**src/rtl/reg_op_sequencer.sv**
```systemverilog
`default_nettype none
// ============================================================================
// Module      : reg_op_sequencer
// Description : Splits each two-operand instruction into source-read,
//               destination-read and write-back cycles for a single-port
//               register file, and keeps the ZF/SF/CF flags.
// Revision    : 1.0 - initial release
// ============================================================================
module reg_op_sequencer #(
    parameter int WIDTH = 16
) (
    input  logic             clk,
    input  logic             reset,
    input  logic             instr_valid,
    output logic             instr_ready,
    input  logic [2:0]       instr_op,
    input  logic [1:0]       instr_dst,
    input  logic [1:0]       instr_src,
    input  logic [WIDTH-1:0] instr_imm,
    output logic [1:0]       rf_sel,
    output logic             rf_we,
    output logic [WIDTH-1:0] rf_wdata,
    input  logic [WIDTH-1:0] rf_rdata,
    output logic             done,
    output logic             flag_z,
    output logic             flag_s,
    output logic             flag_c
);

    localparam logic [2:0] c_OP_MOV_RR = 3'd0;
    localparam logic [2:0] c_OP_MOV_RI = 3'd1;
    localparam logic [2:0] c_OP_ADD    = 3'd2;
    localparam logic [2:0] c_OP_SUB    = 3'd3;
    localparam logic [2:0] c_OP_AND    = 3'd4;
    localparam logic [2:0] c_OP_OR     = 3'd5;
    localparam logic [2:0] c_OP_XOR    = 3'd6;
    localparam logic [2:0] c_OP_CMP    = 3'd7;

    typedef enum logic [1:0] {
        ST_IDLE   = 2'd0,
        ST_RD_SRC = 2'd1,
        ST_RD_DST = 2'd2,
        ST_WRITE  = 2'd3
    } state_t;

    state_t           r_state_q,  w_state_d;
    logic [2:0]       r_op_q,     w_op_d;
    logic [1:0]       r_dst_q,    w_dst_d;
    logic [1:0]       r_src_q,    w_src_d;
    logic [WIDTH-1:0] r_imm_q,    w_imm_d;
    logic [WIDTH-1:0] r_tmp_q,    w_tmp_d;
    logic [WIDTH-1:0] r_result_q, w_result_d;
    logic             r_carry_q,  w_carry_d;
    logic             r_z_q,      w_z_d;
    logic             r_s_q,      w_s_d;
    logic             r_c_q,      w_c_d;

    logic [WIDTH:0]   w_sum;
    logic [WIDTH:0]   w_diff;
    logic [WIDTH-1:0] w_alu_res;
    logic             w_alu_c;
    logic             w_is_alu;

    // A is the destination value on the bus in RD_DST, B the latched source.
    always_comb begin
        w_sum     = {1'b0, rf_rdata} + {1'b0, r_tmp_q};
        w_diff    = {1'b0, rf_rdata} - {1'b0, r_tmp_q};
        w_alu_res = '0;
        w_alu_c   = 1'b0;
        case (r_op_q)
            c_OP_ADD: begin
                w_alu_res = w_sum[WIDTH-1:0];
                w_alu_c   = w_sum[WIDTH];
            end
            c_OP_SUB, c_OP_CMP: begin
                w_alu_res = w_diff[WIDTH-1:0];
                w_alu_c   = w_diff[WIDTH];
            end
            c_OP_AND: w_alu_res = rf_rdata & r_tmp_q;
            c_OP_OR:  w_alu_res = rf_rdata | r_tmp_q;
            c_OP_XOR: w_alu_res = rf_rdata ^ r_tmp_q;
            default:  w_alu_res = '0;
        endcase
    end

    assign w_is_alu = (r_op_q != c_OP_MOV_RR) && (r_op_q != c_OP_MOV_RI);

    always_comb begin
        w_state_d  = r_state_q;
        w_op_d     = r_op_q;
        w_dst_d    = r_dst_q;
        w_src_d    = r_src_q;
        w_imm_d    = r_imm_q;
        w_tmp_d    = r_tmp_q;
        w_result_d = r_result_q;
        w_carry_d  = r_carry_q;
        w_z_d      = r_z_q;
        w_s_d      = r_s_q;
        w_c_d      = r_c_q;
        case (r_state_q)
            ST_IDLE: begin
                if (instr_valid) begin
                    w_op_d    = instr_op;
                    w_dst_d   = instr_dst;
                    w_src_d   = instr_src;
                    w_imm_d   = instr_imm;
                    w_state_d = (instr_op == c_OP_MOV_RI) ? ST_WRITE : ST_RD_SRC;
                end
            end
            ST_RD_SRC: begin
                w_tmp_d   = rf_rdata;
                w_state_d = (r_op_q == c_OP_MOV_RR) ? ST_WRITE : ST_RD_DST;
            end
            ST_RD_DST: begin
                w_result_d = w_alu_res;
                w_carry_d  = w_alu_c;
                w_state_d  = ST_WRITE;
            end
            ST_WRITE: begin
                if (w_is_alu) begin
                    w_z_d = (r_result_q == '0);
                    w_s_d = r_result_q[WIDTH-1];
                    w_c_d = r_carry_q;
                end
                w_state_d = ST_IDLE;
            end
            default: w_state_d = ST_IDLE;
        endcase
    end

    // Outputs decode registered state only; reset also masks the write strobe
    // so an abort during WRITE cannot corrupt the register file.
    always_comb begin
        instr_ready = (r_state_q == ST_IDLE);
        rf_sel      = 2'd0;
        rf_we       = 1'b0;
        rf_wdata    = '0;
        done        = 1'b0;
        case (r_state_q)
            ST_RD_SRC: rf_sel = r_src_q;
            ST_RD_DST: rf_sel = r_dst_q;
            ST_WRITE: begin
                rf_sel = r_dst_q;
                done   = 1'b1;
                rf_we  = (r_op_q != c_OP_CMP) && !reset;
                if (r_op_q == c_OP_MOV_RI) begin
                    rf_wdata = r_imm_q;
                end else if (r_op_q == c_OP_MOV_RR) begin
                    rf_wdata = r_tmp_q;
                end else begin
                    rf_wdata = r_result_q;
                end
            end
            default: rf_sel = 2'd0;
        endcase
    end

    always_ff @(posedge clk) begin
        if (reset) begin
            r_state_q  <= ST_IDLE;
            r_op_q     <= '0;
            r_dst_q    <= '0;
            r_src_q    <= '0;
            r_imm_q    <= '0;
            r_tmp_q    <= '0;
            r_result_q <= '0;
            r_carry_q  <= 1'b0;
            r_z_q      <= 1'b0;
            r_s_q      <= 1'b0;
            r_c_q      <= 1'b0;
        end else begin
            r_state_q  <= w_state_d;
            r_op_q     <= w_op_d;
            r_dst_q    <= w_dst_d;
            r_src_q    <= w_src_d;
            r_imm_q    <= w_imm_d;
            r_tmp_q    <= w_tmp_d;
            r_result_q <= w_result_d;
            r_carry_q  <= w_carry_d;
            r_z_q      <= w_z_d;
            r_s_q      <= w_s_d;
            r_c_q      <= w_c_d;
        end
    end

    assign flag_z = r_z_q;
    assign flag_s = r_s_q;
    assign flag_c = r_c_q;

endmodule
`default_nettype wire

```
**config.mk**
```make
export PLATFORM = sky130hd
export DESIGN_NAME = reg_op_sequencer
export DESIGN_NICKNAME = d
export VERILOG_FILES = /design/src/rtl/reg_op_sequencer.sv
export SDC_FILE = /design/constraint.sdc
export NUM_CORES = 1
export LEC_CHECK = 0
export CELL_PAD_IN_SITES_DETAIL_PLACEMENT = 1
export CELL_PAD_IN_SITES_GLOBAL_PLACEMENT = 2
export CORE_ASPECT_RATIO = 1.5
export CORE_UTILIZATION = 35
export DETAILED_ROUTE_END_ITERATION = 8
export PLACE_DENSITY_LB_ADDON = 0.1
export SLEW_MARGIN = 30
export SYNTH_ARGS = -nofsm -noshare
export SYNTH_HDL_FRONTEND = slang
export SYNTH_SLANG_ARGS = --single-unit
```
**constraint.sdc**
```tcl
create_clock -name clk -period 5.6 [get_ports clk]
set_input_delay 1.68 -clock clk [delete_from_list [all_inputs] [get_ports clk]]
set_output_delay 1.68 -clock clk [all_outputs]
set_load 0.02 [all_outputs]
```
==> results.md <==
* Number of diodes at 0
* Max-cap violations at 0
* Commonest cells after routing, fill and taps aside: 91 x nand2_1, 66 x nor2_1, 64 x clkdlybuf4s50_1
* Final WL at 17900 um
* Vias at 5009
* Tmin final at 4410 ps
* Run status: completed
* Final setup fails at 0
* Core ar. at 14200 um2
* Setup TNS at 0 ps
* GPL Wtd Cong at 0.883
* Layout fillers at 1764
* Power Total at 2.42 mW
* CTS tree: built
* Area of the multi-input gates at 3460 um2
* Total GRT Usage at 0.241
* Final worst setup slack at 1190 ps
* Synth warnings at 0
* DRC violations left at 0
* Final count of pins violating max slew at 0
* Initial core utilization at 0.362
* DIE WIDTH at 101 um
* 1st-iter DRT viols at 200
* CTS sink cnt at 61
* Drt pass-1 iters at 6
* Clock Latency Late Sink at 340 ps
* Site row count at 53
* First-pass GRT wire length at 27600 um
* Clock transition at path regs at 60 ps
* Most common cell after layout, fill and taps aside: nand2_1
* Post_cts resized at 0
* Number of synthesized register bits at 61
* Critical path arrival at 4600 ps
* CTS Buffer Depth at 2
* Largest net degree at the start of global routing at 67
* EDFF count, synth at 0
* Max frequency at 0.227 GHz
* Vias/cell at 5.55
* Yosys top cell area share at 0.238
* WL/cell at 19.8 um
* Port bufs at 65
* CP required at 5790 ps
* Most area-hungry cell type in the Yosys netlist: dfxtp_1
* Total CTS buffers at 9
* Die ar. at 15200 um2
* Syn_nets at 771
* Synth area leaders: dfxtp_1 24%, ha_1 13%, nand2_1 6.6%
* Pwr/cell area at 395 nW/um2
* Final ANT Viol Nets at 0
* Final Hold Violating Endpoints at 0
* RSZ-0062 raised after global routing: false
* Synth Instances at 674
* Pleak at 2.44 nW
* Hold Path Class: flip-flop to flip-flop
* I/O pins at 66
* Final worst path period share at 0.787
* Worst-margin pin slew at 862 ps
* Clock skew at 8.97 ps
* Layout cells sized above 1 at 0.0591
* Util after Layout at 0.431
* Vias in the first global route at 5242
* Crit end category: flip-flop
* Relative slew slack at 0.425
* Crit-path max FO at 3
* Crit path launch type: input port
* FF/Latch Area at 1220 um2
* Main synth FF type: dfxtp_1
* Die height at 150 um
* Hold Buf Count CTS at 0
* Total setup buffers inserted after CTS at 0
* Critical path class: input port to flip-flop
* Post-layout net count at 803
* Post-Place Worst Slack at 892 ps
* Initial antenna violation count at 0
* Part of the Yosys area used for sequential elements at 0.238
* Yosys cell types at 69
* Detail Placement HPWL at 13200 um
* Area delta synth->final at 19.1%
* H-tree Lvls at 3
* VDD IR-drop max at 0.193 mV
* Root Driver: clkbuf_16
* Asr flop ratio synth at 0
* Post-Synthesis Cell Area at 5140 um2
* Synth Area per Inst at 7.62 um2
* GRT overflow at 0
power breakdown:
part	switching (mW)	total, mW	internal [mW]
combinational	0.719	1.15	0.429
sequential	0.106	0.642	0.536
clock	0.235	0.628	0.392
total	1.06	2.42	1.36
metrics by stage:
step           area [um2]  instances  hold slack [ps]
3_5_place_dp         5790        887              451
5_1_grt              6120        903              480
2_1_floorplan        5140        674              433
4_1_cts              6120        903              459
6_report             6120        903              455
3_3_place_gp         5790        887              443
state kept, by name, indices dropped and copies added (netlist names):
name and flops:
r_imm_q 16, r_state_q 2, r_op_q 3, flag_c 1, r_tmp_q 16, r_dst_q 2, r_src_q 2, flag_z 1
r_carry_q 1, r_result_q 16, flag_s 1
synthesized netlist by cell type, types with 3 or more instances:
cell	count
nand2_1	91
nor2_1	67
dfxtp_1	61
a21oi_1	56
ha_1	53
inv_1	48
clkbuf_1	34
o21ai_0	29
mux2i_1	27
o211ai_1	21
o211a_1	16
nor3_1	14
a211oi_1	9
nand2b_1	8
nor4_1	8
xnor2_1	8
nor2b_1	7
o22ai_1	7
o31ai_1	7
a311oi_1	5
buf_6	5
clkbuf_8	5
nand3_1	5
or3_1	5
nand4_1	4
o221ai_1	4
a22oi_1	3
a31oi_1	3
and2_1	3
buf_2	3
nor3b_1	3
o41ai_1	3
or2_2	3
or4_1	3
critical path: stages:
cell and delay [ps]:
clkdlybuf4s50_1 530, inv_1 80, ha_1 230, fa_1 400, o21ba_2 240, or4_1 470, a21oi_1 230, a211oi_1 100
o31ai_1 310, mux2i_1 240, o31ai_1 90
routing by layer:
layer,share of wire,global-route usage,up-vias
li1,-,-,2445
met1,0.41,0.261,2453
met2,0.54,0.460,80
met3,0.021,0.0316,31
met4,0.033,0.104,0
met5,0,0,-
cells by family after synthesis:
kind of cell	Yosys count	share of synthesized area
compound gates	194	0.264
xor+xnor	10	0.0170
fa+ha+maj	55	0.137
buf+inv	98	0.0901
flops	61	0.238
mux	29	0.0570
simple gates	227	0.197
layout make-up:
| type | count | area share |
|---|---|---|
| timing repair buffer | 71 | 0.113 |
| inverter | 48 | 0.0294 |
| multi-input combinational | 515 | 0.566 |
| sequential | 61 | 0.200 |
| clock buffer | 9 | 0.0368 |
| tap | 192 | 0.0392 |
| clock inverter | 7 | 0.0161 |
path summary, 6_finish.rpt:
path / from / endpoint / slack [ps] / cells after the start
setup / recovery: rf_rdata[0] / r_result_q[10] / 1190 / 11
hold / removal: r_imm_q[11] / r_imm_q[11] / 450 / 2
setup reg to reg: r_op_q[0] / r_result_q[13] / 2630 / 8
hold reg to reg: r_imm_q[11] / r_imm_q[11] / 450 / 2
Note: power is estimated with default switching activity, not from simulation.
